==> src/rtl/alu_ext_pkg.sv <==
// Shared opcodes, FSM state encoding and decode helper for the extended ALU.
package alu_ext_pkg;

  typedef enum logic [2:0] {
    OP_ADD = 3'b000,
    OP_SR  = 3'b001,
    OP_AND = 3'b010,
    OP_OR  = 3'b011,
    OP_XOR = 3'b100,
    OP_SL  = 3'b101,
    OP_SUB = 3'b110
  } alu_op_e;

  // 3'b111 is reserved: it yields Y=0 with only Z set.
  localparam logic [2:0] OP_RSVD = 3'b111;

  typedef enum logic {
    ST_IDLE = 1'b0,
    ST_BCD  = 1'b1
  } state_e;

  // Decimal mode only changes the behaviour of ADD and SUB.
  function automatic logic is_dec_op(logic [2:0] op, logic dec);
    return dec && ((op == OP_ADD) || (op == OP_SUB));
  endfunction

endpackage

==> src/rtl/alu_ext_if.sv <==
// Request/result bundle between the execute-stage control and the ALU.
interface alu_ext_if import alu_ext_pkg::*; #(parameter int WIDTH = 8);
  // Handshake: a request transfers on a rising clock edge where
  // in_valid & in_ready are both 1; request fields are only looked at then.
  // There is no result backpressure: out_valid is a one-cycle pulse and
  // alu_Y/flags hold their value until the next pulse.
  logic             in_valid;
  logic             in_ready;
  logic [2:0]       alu_control;
  logic             alu_decimal;
  logic [WIDTH-1:0] alu_AI;
  logic [WIDTH-1:0] alu_BI;
  logic             alu_carry_in;
  logic             out_valid;
  logic [WIDTH-1:0] alu_Y;
  logic             alu_carry_out;
  logic             alu_overflow;
  logic             alu_negative;
  logic             alu_zero;
  state_e           dbg_state;

  modport master (
    output in_valid, alu_control, alu_decimal, alu_AI, alu_BI, alu_carry_in,
    input  in_ready, out_valid, alu_Y, alu_carry_out, alu_overflow,
           alu_negative, alu_zero, dbg_state
  );

  modport slave (
    input  in_valid, alu_control, alu_decimal, alu_AI, alu_BI, alu_carry_in,
    output in_ready, out_valid, alu_Y, alu_carry_out, alu_overflow,
           alu_negative, alu_zero, dbg_state
  );
endinterface

==> src/rtl/alu_ext_bcd_digit.sv <==
// One BCD digit of add or subtract with chained carry/borrow.
// For subtract, c_i/c_o = 1 means "no borrow".
module bcd_digit (
  input  logic [3:0] a_i,
  input  logic [3:0] b_i,
  input  logic       c_i,
  input  logic       sub_i,
  output logic [3:0] s_o,
  output logic       c_o
);
  logic [4:0] sum;
  logic [5:0] diff;

  // Binary digit sum/difference followed by decimal correction.
  always_comb begin
    sum  = {1'b0, a_i} + {1'b0, b_i} + {4'b0, c_i};
    diff = {2'b0, a_i} - {2'b0, b_i} - {5'b0, ~c_i};
    s_o  = sum[3:0];
    c_o  = 1'b0;
    if (sub_i) begin
      if (diff[5]) begin
        s_o = diff[3:0] + 4'd10;
        c_o = 1'b0;
      end else begin
        s_o = diff[3:0];
        c_o = 1'b1;
      end
    end else if (sum > 5'd9) begin
      s_o = sum[3:0] + 4'd6;
      c_o = 1'b1;
    end
  end
endmodule

==> src/rtl/alu_ext.sv <==
// Registered ALU with binary ops and a nibble-serial decimal ADD/SUB path.
module alu_ext import alu_ext_pkg::*; #(
  parameter int WIDTH = 8
) (
  input  logic     clk,
  input  logic     resetn,
  alu_ext_if.slave bus
);
  localparam int NDIG = WIDTH / 4;
  localparam int CW   = $clog2(NDIG + 1);
  // Counter value of the extra cycle after the last digit: results publish
  // on the edge that ends it, and a new request may be taken on that edge.
  localparam logic [CW-1:0] LAST = CW'(NDIG);

  if ((WIDTH % 4 != 0) || (WIDTH < 8)) begin : g_bad_width
    $error("alu_ext: WIDTH must be a multiple of 4 and at least 8");
  end

  state_e           state_q, state_d;
  logic [CW-1:0]    cnt_q, cnt_d;
  alu_op_e          op_q;
  logic [WIDTH-1:0] a_q, b_q, acc_q, y_q;
  logic             cin_q, dcar_q, bin_pend_q;
  logic             ov_q, c_q, v_q, n_q, z_q;
  logic             in_ready, accept, dec_req, digit_step, bcd_done;
  logic [WIDTH-1:0] b_x, bin_y;
  logic [WIDTH:0]   sum;
  logic             bin_c, bin_v;
  logic [3:0]       dig_s;
  logic             dig_c;

  assign in_ready   = (state_q == ST_IDLE) || (cnt_q == LAST);
  assign accept     = bus.in_valid && in_ready;
  assign dec_req    = is_dec_op(bus.alu_control, bus.alu_decimal);
  assign digit_step = (state_q == ST_BCD) && (cnt_q != LAST);
  assign bcd_done   = (state_q == ST_BCD) && (cnt_q == LAST);

  // Single digit unit; operands shift right one nibble per step so the
  // active digit is always at bits [3:0].
  bcd_digit u_digit (
    .a_i   (a_q[3:0]),
    .b_i   (b_q[3:0]),
    .c_i   (dcar_q),
    .sub_i (op_q == OP_SUB),
    .s_o   (dig_s),
    .c_o   (dig_c)
  );

  // Binary datapath on the captured operands.
  always_comb begin
    b_x   = (op_q == OP_SUB) ? ~b_q : b_q;
    sum   = {1'b0, a_q} + {1'b0, b_x} + {{WIDTH{1'b0}}, cin_q};
    bin_y = '0;
    bin_c = 1'b0;
    bin_v = 1'b0;
    case (op_q)
      OP_ADD, OP_SUB: begin
        bin_y = sum[WIDTH-1:0];
        bin_c = sum[WIDTH];
        bin_v = (a_q[WIDTH-1] == b_x[WIDTH-1]) && (sum[WIDTH-1] != a_q[WIDTH-1]);
      end
      OP_SR: begin
        bin_y = {cin_q, a_q[WIDTH-1:1]};
        bin_c = a_q[0];
      end
      OP_SL: begin
        bin_y = {a_q[WIDTH-2:0], cin_q};
        bin_c = a_q[WIDTH-1];
      end
      OP_AND: bin_y = a_q & b_q;
      OP_OR:  bin_y = a_q | b_q;
      OP_XOR: bin_y = a_q ^ b_q;
      default: bin_y = '0;
    endcase
  end

  // Next-state logic for the decimal sequencer.
  always_comb begin
    state_d = state_q;
    cnt_d   = cnt_q;
    case (state_q)
      ST_IDLE: begin
        if (accept && dec_req) begin
          state_d = ST_BCD;
          cnt_d   = '0;
        end
      end
      ST_BCD: begin
        if (cnt_q != LAST) begin
          cnt_d = cnt_q + CW'(1);
        end else if (accept && dec_req) begin
          cnt_d = '0;
        end else begin
          state_d = ST_IDLE;
          cnt_d   = '0;
        end
      end
      default: begin
        state_d = ST_IDLE;
        cnt_d   = '0;
      end
    endcase
  end

  // State and digit counter registers.
  always_ff @(posedge clk or negedge resetn) begin
    if (!resetn) begin
      state_q <= ST_IDLE;
      cnt_q   <= '0;
    end else begin
      state_q <= state_d;
      cnt_q   <= cnt_d;
    end
  end

  // Operand capture on accept; nibble shifting and partial-result build-up
  // (new digit enters at the top) while decimal digits are processed.
  always_ff @(posedge clk or negedge resetn) begin
    if (!resetn) begin
      op_q       <= OP_ADD;
      a_q        <= '0;
      b_q        <= '0;
      cin_q      <= 1'b0;
      dcar_q     <= 1'b0;
      acc_q      <= '0;
      bin_pend_q <= 1'b0;
    end else begin
      bin_pend_q <= accept && !dec_req;
      if (accept) begin
        op_q   <= alu_op_e'(bus.alu_control);
        a_q    <= bus.alu_AI;
        b_q    <= bus.alu_BI;
        cin_q  <= bus.alu_carry_in;
        dcar_q <= bus.alu_carry_in;
        acc_q  <= '0;
      end else if (digit_step) begin
        a_q    <= a_q >> 4;
        b_q    <= b_q >> 4;
        acc_q  <= {dig_s, acc_q[WIDTH-1:4]};
        dcar_q <= dig_c;
      end
    end
  end

  // Result and flag registers, updated only when an operation completes.
  always_ff @(posedge clk or negedge resetn) begin
    if (!resetn) begin
      ov_q <= 1'b0;
      y_q  <= '0;
      c_q  <= 1'b0;
      v_q  <= 1'b0;
      n_q  <= 1'b0;
      z_q  <= 1'b0;
    end else begin
      ov_q <= 1'b0;
      if (bin_pend_q) begin
        ov_q <= 1'b1;
        y_q  <= bin_y;
        c_q  <= bin_c;
        v_q  <= bin_v;
        n_q  <= bin_y[WIDTH-1];
        z_q  <= (bin_y == '0);
      end else if (bcd_done) begin
        ov_q <= 1'b1;
        y_q  <= acc_q;
        c_q  <= dcar_q;
        v_q  <= 1'b0;
        n_q  <= acc_q[WIDTH-1];
        z_q  <= (acc_q == '0);
      end
    end
  end

  assign bus.in_ready      = in_ready;
  assign bus.out_valid     = ov_q;
  assign bus.alu_Y         = y_q;
  assign bus.alu_carry_out = c_q;
  assign bus.alu_overflow  = v_q;
  assign bus.alu_negative  = n_q;
  assign bus.alu_zero      = z_q;
  assign bus.dbg_state     = state_q;
endmodule

==> src/flat_wrapper.sv <==
// flat-port wrapper written by rule: the top's interface ports become plain ports
module alu_ext_flat import alu_ext_pkg::*;
#(
  parameter int WIDTH = 8
)
  (clk, resetn, bus_in_valid, bus_alu_control, bus_alu_decimal, bus_alu_AI, bus_alu_BI, bus_alu_carry_in, bus_in_ready, bus_out_valid, bus_alu_Y, bus_alu_carry_out, bus_alu_overflow, bus_alu_negative, bus_alu_zero, bus_dbg_state);
  alu_ext_if #(.WIDTH(WIDTH)) bus_i ();
  input  logic clk;
  input  logic resetn;
  input wire logic [$bits(bus_i.in_valid)-1:0] bus_in_valid;
  input wire logic [$bits(bus_i.alu_control)-1:0] bus_alu_control;
  input wire logic [$bits(bus_i.alu_decimal)-1:0] bus_alu_decimal;
  input wire logic [$bits(bus_i.alu_AI)-1:0] bus_alu_AI;
  input wire logic [$bits(bus_i.alu_BI)-1:0] bus_alu_BI;
  input wire logic [$bits(bus_i.alu_carry_in)-1:0] bus_alu_carry_in;
  output wire logic [$bits(bus_i.in_ready)-1:0] bus_in_ready;
  output wire logic [$bits(bus_i.out_valid)-1:0] bus_out_valid;
  output wire logic [$bits(bus_i.alu_Y)-1:0] bus_alu_Y;
  output wire logic [$bits(bus_i.alu_carry_out)-1:0] bus_alu_carry_out;
  output wire logic [$bits(bus_i.alu_overflow)-1:0] bus_alu_overflow;
  output wire logic [$bits(bus_i.alu_negative)-1:0] bus_alu_negative;
  output wire logic [$bits(bus_i.alu_zero)-1:0] bus_alu_zero;
  output wire logic [$bits(bus_i.dbg_state)-1:0] bus_dbg_state;
  assign bus_i.in_valid = bus_in_valid;
  assign bus_i.alu_control = bus_alu_control;
  assign bus_i.alu_decimal = bus_alu_decimal;
  assign bus_i.alu_AI = bus_alu_AI;
  assign bus_i.alu_BI = bus_alu_BI;
  assign bus_i.alu_carry_in = bus_alu_carry_in;
  assign bus_in_ready = bus_i.in_ready;
  assign bus_out_valid = bus_i.out_valid;
  assign bus_alu_Y = bus_i.alu_Y;
  assign bus_alu_carry_out = bus_i.alu_carry_out;
  assign bus_alu_overflow = bus_i.alu_overflow;
  assign bus_alu_negative = bus_i.alu_negative;
  assign bus_alu_zero = bus_i.alu_zero;
  assign bus_dbg_state = bus_i.dbg_state;
  alu_ext #(.WIDTH(WIDTH)) u_core (.clk(clk), .resetn(resetn), .bus(bus_i));
endmodule
==> config.mk <==
export PLATFORM = sky130hd
export DESIGN_NAME = alu_ext_flat
export DESIGN_NICKNAME = d
export VERILOG_FILES = /design/src/rtl/alu_ext_pkg.sv /design/src/rtl/alu_ext_if.sv /design/src/rtl/alu_ext_bcd_digit.sv /design/src/rtl/alu_ext.sv /design/src/flat_wrapper.sv
export SDC_FILE = /design/constraint.sdc
export NUM_CORES = 1
export LEC_CHECK = 0
export ABC_AREA = 1
export CAP_MARGIN = 10
export CORE_ASPECT_RATIO = 0.8
export CORE_MARGIN = 10
export CORE_UTILIZATION = 32
export CTS_CLUSTER_SIZE = 25
export DETAILED_ROUTE_END_ITERATION = 6
export PLACE_DENSITY = 0.48
export SYNTH_ARGS = -nofsm -noshare
export SYNTH_HDL_FRONTEND = slang
export SYNTH_SLANG_ARGS = --single-unit
==> constraint.sdc <==
create_clock -name clk -period 5.25 [get_ports clk]
set_clock_uncertainty 0.1 [all_clocks]
set_input_delay 1.05 -clock clk [delete_from_list [all_inputs] [get_ports clk]]
set_output_delay 1.05 -clock clk [all_outputs]
set_load 0.02 [all_outputs]
# [Yosys cells after proc, flatten, opt, wreduce, memory -nomap -nowiden]
# Cells that the tools add are included.
# Widths: inputs -> output; s select.
[word_totals] register_bits=46 input_bits=24 output_inout_bits=15 word_cells=96
[classes] n_addsub=9 magnitude_cmp=1 eq_ne=12 muxes=36 n_bitwise=6 reduce_logical=17
[op_table] cell="$mux 8" n=9
[op_table] cell="$pmux 8 s6" n=1
[op_table] cell="$mux 1" n=18
[op_table] cell="$logic_not 8->1" n=2
[op_table] cell="$eq 3x3->1 const B" n=4
[op_table] cell="$mux 4" n=3
[op_table] cell="$add 8x8->9" n=1
[op_table] cell="$add 9x1->9" n=1
[op_table] cell="$and 8x8->8" n=1
[op_table] cell="$not 8->8" n=1
[op_table] cell="$or 8x8->8" n=1
[op_table] cell="$xor 8x8->8" n=1
[op_table] cell="$logic_and 1x1->1" n=7
[op_table] cell="$eq 3x2->1 const B" n=2
[op_table] cell="$logic_not 3->1" n=2
[op_table] cell="$sub 5x2->6" n=1
[op_table] cell="$add 4x4->5" n=1
[op_table] cell="$add 5x1->5" n=1
[op_table] cell="$gt 5x4->1 const B" n=1
[op_table] cell="$sub 4x4->5" n=1
[op_table] cell="$add 4x3->4 const B" n=1
[op_table] cell="$add 4x4->4 const B" n=1
[op_table] cell="$mux 2" n=2
[op_table] cell="$ne 2x2->1 const B" n=2
[op_table] cell="other kinds (13)" n=16

# [Longest topological paths before layout]
[depth] depth_word=8 mapped_depth=19

# [By module]
# A second synthesis with hierarchy kept.
[hier_totals] hier_cells=490 hier_area_um2=3672.3
[by_module_without_submodules] mod="alu_ext" instances=1 cells_each=390 area_per_inst_um2=3009.1
[by_module_without_submodules] mod="bcd_digit" instances=1 cells_each=100 area_per_inst_um2=663.1

# [Worst setup path after synthesis]
# OpenSTA, ideal clock, no wires.
[synth_path] path_type="register to register" start="register u_core.op_q[0]" end="register u_core.z_q, in the netlist u_core.bus.alu_zero" setup_ns=0.073 arrival_ns=2.434 t_required_ns=5.077 setup_slack_ns=2.643 stages_incl_launch_ff=15 synth_period_minus_slack_ns=2.607 path_cell_list="dfrtp_1 > inv_1 > nand3_4 > buf_2 > xor2_1 > fa_1 > inv_1 > fa_1 > a21oi_2 > nand2_1 > nor2_1 > nand2_1 > nor2_1 > nand3_1 > a21oi_2"
[synth_between] elab_chain_cells=7
[synth_lines] element="start, declared" line_no="alu_ext.sv:21" rtl="alu_op_e op_q;"
[synth_lines] element="start signal, assigned" line_no="alu_ext.sv:130" rtl="op_q <= alu_op_e'(bus.alu_control);"
[synth_lines] element="$eq 3x3->1" line_no="alu_ext.sv:51, alu_ext.sv:56"
[synth_lines] element="$mux 8" line_no="alu_ext.sv:51" rtl="b_x = (op_q == OP_SUB) ? ~b_q : b_q;"
[synth_lines] element="$add 8x8->9" line_no="alu_ext.sv:52" rtl="sum = {1'b0, a_q} + {1'b0, b_x} + {{WIDTH{1'b0}}, cin_q};"
[synth_lines] element="$add 9x1->9" line_no="alu_ext.sv:52"
[synth_lines] element="$pmux 8 s6 (*)" line_no="alu_ext.sv:56" rtl="case (op_q)"
[synth_lines] element="$logic_not 8->1 (*)" line_no="alu_ext.sv:162" rtl="z_q <= (bin_y == '0);"
[synth_lines] element="$mux 1 (*)" line_no="alu_ext.sv:156" rtl="if (bin_pend_q) begin"
[synth_lines] element="end signal, assigned" line_no="alu_ext.sv:162"
[synth_lines] element="end signal, assigned" line_no="alu_ext.sv:169" rtl="z_q <= (acc_q == '0);"
[synth_lines] element="end, declared" line_no="alu_ext.sv:24" rtl="logic ov_q, c_q, v_q, n_q, z_q;"
# Mark *: on every way between the ends. The rest lies on a longest branch, timed or not.
# A chain may end at the register's enable or synchronous reset.

# [Final worst setup path]
[layout_path] start="register u_core.cnt_q[1]" end="output bus_in_ready"
[layout_between] elab_chain_cells=2
[layout_lines] element="start, declared" line_no="alu_ext.sv:20" rtl="logic [CW-1:0] cnt_q, cnt_d;"
[layout_lines] element="start signal, assigned" line_no="alu_ext.sv:112" rtl="cnt_q <= cnt_d;"
[layout_lines] element="$eq 2x2->1" line_no="alu_ext.sv:32" rtl="assign in_ready = (state_q == ST_IDLE) || (cnt_q == LAST);"
[layout_lines] element="$logic_or 1x1->1" line_no="alu_ext.sv:32"
[layout_lines] element="end, declared" line_no="flat_wrapper.sv:16" rtl="output wire logic [$bits(bus_i.in_ready)-1:0] bus_in_ready;"
# No other way between the ends.

==> impl_results.md <==
* DRC viols at 0
* Post-Syn Area at around 3500 um^2
* CP Launch Type: register
* TritonRoute pass-1 iters at 5
* Global-route track usage on met3 at 3.47%
* Die W at 137 um
* Longest Clk Path Bufs at 2
* Sum Neg Setup Slack at 0 ps
* Critical path destination: bus_in_ready
* Syn-to-layout area delta at 17.8%
* Share of cells above drive strength 1 at 5.13%
* CP bufs+invs at 3
* Storage cell area at approximately 1100 um^2
* Crit-path cells: inv_1 -> nor2_1 -> nor2_1 -> clkinv_1 -> clkdlybuf4s50_1
* Power Total at 0.00267 W
* CTS tree: done
* Initial core utilization at 32.6%
* Dpl ws at 2000 ps
* Final hold violation count at 0
* Worst R2R End: u_core.bus.alu_zero
* Static Leak at between 2 and 2.5 nW
* Vias/cell at 4.90
* CP required at 4100 ps
* DRT antenna net count at 0
* Syn Nets at 534
* Crit Path Max Fanout at 17
* Worst-skew pair later-pin latency at 300 ps
* Final worst slack at 1670 ps
* CP top delay family: buffers and inverters
* Port-buffer cells at 38
* Root buffer cell: clkbuf_16
* Core area at roughly 11000 um^2
* Power density cells at between 600 and 700 nW/um^2
* # rows at 34
* GRT Residual Overflow at 0
* Final Cell Area at approximately 4100 um^2
* Post-DP HPWL at 8.19 mm
* Gr busiest metal: met1
* Average wire per standard cell at around 17 um
* Setup Viol. Count Final at 0
* Critical path class: reg2out
* Fmax at about 0.28 GHz
* GR Util met1 at 21.4%
* Post_cts resized at 0
* Worst Setup End Kind: output port
* Largest net degree at the start of global routing at 46
* Via Count at 3188
* Final RePlAce weighted congestion at 0.866
* Nets at 567
* Reg2reg setup slack at 2130 ps
* Largest area contributor in the netlist: dfrtp_1
* Final-report max-slew violation count at 0
* Worst-case reg-to-reg path depth at 12
* Max_cap viols at 0
* Area occupied by multi-input gates at ~2000 um^2
* Fill cells at 1174
* Clock transition at the registers of the reported paths at 70 ps
* Final wirelength at 10.9 mm
* Die height at 114 um
* Slowest cell on crit path: clkdlybuf4s50_1
* Initial drt markers at 296
* Async S/R FF share, synth at 100%
* Worst VDD drop at 0.000263 V
* Top FF cell, synth: dfrtp_1
* Post-CTS setup buffers at 0
* Final Critical Period at 3580 ps
* Syn Inst Count at 474
* Status: completed
* Max-slew headroom at 27.5%
* Sequential cell area fraction in the yosys report at roughly a third
* Total CTS buffers at 5
* DP Area at between 4000 and 5000 um^2
* Die area at 15600 um^2
* Met2 usage at 20.5%
* # diodes at 0
* Critical path arrival at 2430 ps
* Number of global-route vias before repair at 3240
* Netlist cell types at 38
* Total GRT Usage at roughly 14%
* Worst-Margin Slew at 1090 ps
* RSZ-0062 raised after global routing: no
* Initial antenna violation count at 0
* YS warnings at 0
* CP most frequent cell: nor2_1
* H-tree Lvls at 2
* Post-synth EDFFs at 0
* CTS Hold Bufs at 0
* Yosys top cell area share at 32.0%
* Top post-synthesis cells by area: dfrtp_1 32%, nand2_1 13%, ha_1 11%
* FF+latch count, synth at 45
* Crit Reg-Reg Startpoint: u_core.op_q[2]
* Num ports at 39
* Fin crit share at 68.2%
* Clock sinks at 45
* Critical Path Stages at 5
* Setup crit start: u_core.cnt_q[1]
* HP Class: reg2reg
* First-pass GRT wire length at 17.9 mm
* Slowest stage delay, CP at 720 ps
* Mean post-synth cell area at 7.43 um^2
cells by family after synthesis:
group / after synthesis / synth area share, %
and+or+nand+nor: 215 / 26.6
adders and majority gates: 36 / 13.9
xor gates and xnor gates: 15 / 3.73
DFF: 45 / 32.0
AOI/OAI and AO/OA: 72 / 13.2
buffers and inverters: 91 / 10.6
Yosys cell counts, types with 3 or more instances:
cell      count
fa_1          5
o211ai_1      3
o21ai_0      25
a21oi_2       4
o221ai_1     11
o22ai_1       6
nand4_1      11
nor2_1       34
inv_2         3
nand3_1      30
nand3b_1      4
buf_4         4
ha_1         31
o311ai_0      4
buf_2         6
dfrtp_1      45
inv_1        72
xor2_1       13
nand2_1     126
a21oi_1      11
report_power, final:
group          switching (W)  internal [W]
Sequential          0.000128      0.000463
Combinational        0.00111      0.000647
Clock               0.000148      0.000175
Total                0.00139       0.00128
placed cells by master (no fill, tap or decap), types with 5 or more instances in the layout:
cell and count:
nand4_1 11, o21ai_0 25, nor2_1 34, nand3_1 30
dfrtp_1 45, xor2_1 13, a21oi_1 11, o22ai_1 6
ha_1 31, clkdlybuf4s50_1 37, clkbuf_16 5, o221ai_1 11
nand2_1 126, fa_1 5, inv_1 72
per-layer routing:
| metal | part of all wire [%] | vias to the layer above |
|---|---|---|
| met1 | 52 | 1486 |
| met4 | 1.2 | 0 |
| met5 | 0 | - |
| met3 | 5.8 | 13 |
| met2 | 41 | 83 |
| li1 | - | 1606 |
flip-flops by register name (all words and copies together) (netlist names):
name	cells
u_core.a_q	8
u_core.acc_q	8
u_core.b_q	8
u_core.bin_pend_q	1
u_core.bus.alu_Y	7
u_core.bus.alu_carry_out	1
u_core.bus.alu_negative	1
u_core.bus.alu_overflow	1
u_core.bus.alu_zero	1
u_core.bus.dbg_state	1
u_core.bus.out_valid	1
u_core.cin_q	1
u_core.cnt_q	2
u_core.dcar_q	1
u_core.op_q	3
through the flow:
step,util [%],hold slack [ps],cells
6_report,38.4,367,651
3_3_place_gp,37.1,351,644
3_5_place_dp,37.1,367,644
2_1_floorplan,-,332,474
4_1_cts,38.4,376,651
5_1_grt,38.4,410,651
how the worst min path moves through the flow:
stage	cells after the start	slack, ps	to	start
floorplan	1	330	u_core.cnt_q[0]	u_core.cnt_q[1]
global placement	1	350	u_core.cnt_q[0]	u_core.cnt_q[1]
detailed placement	1	370	u_core.cnt_q[0]	u_core.cnt_q[1]
CTS	1	380	u_core.cnt_q[0]	u_core.cnt_q[1]
finish	1	370	u_core.cnt_q[0]	u_core.cnt_q[1]
global route	1	410	u_core.cnt_q[0]	u_core.cnt_q[1]
cell type report:
type,instances,area share (%)
multi-input cells,338,48.7
flip-flops and latches,45,27.2
repair buffers,39,9.24
inverters,78,7.12
well taps,144,4.35
clock buffers,5,3.02
clock inverters,2,0.392
(Power assumes the default switching activity.)
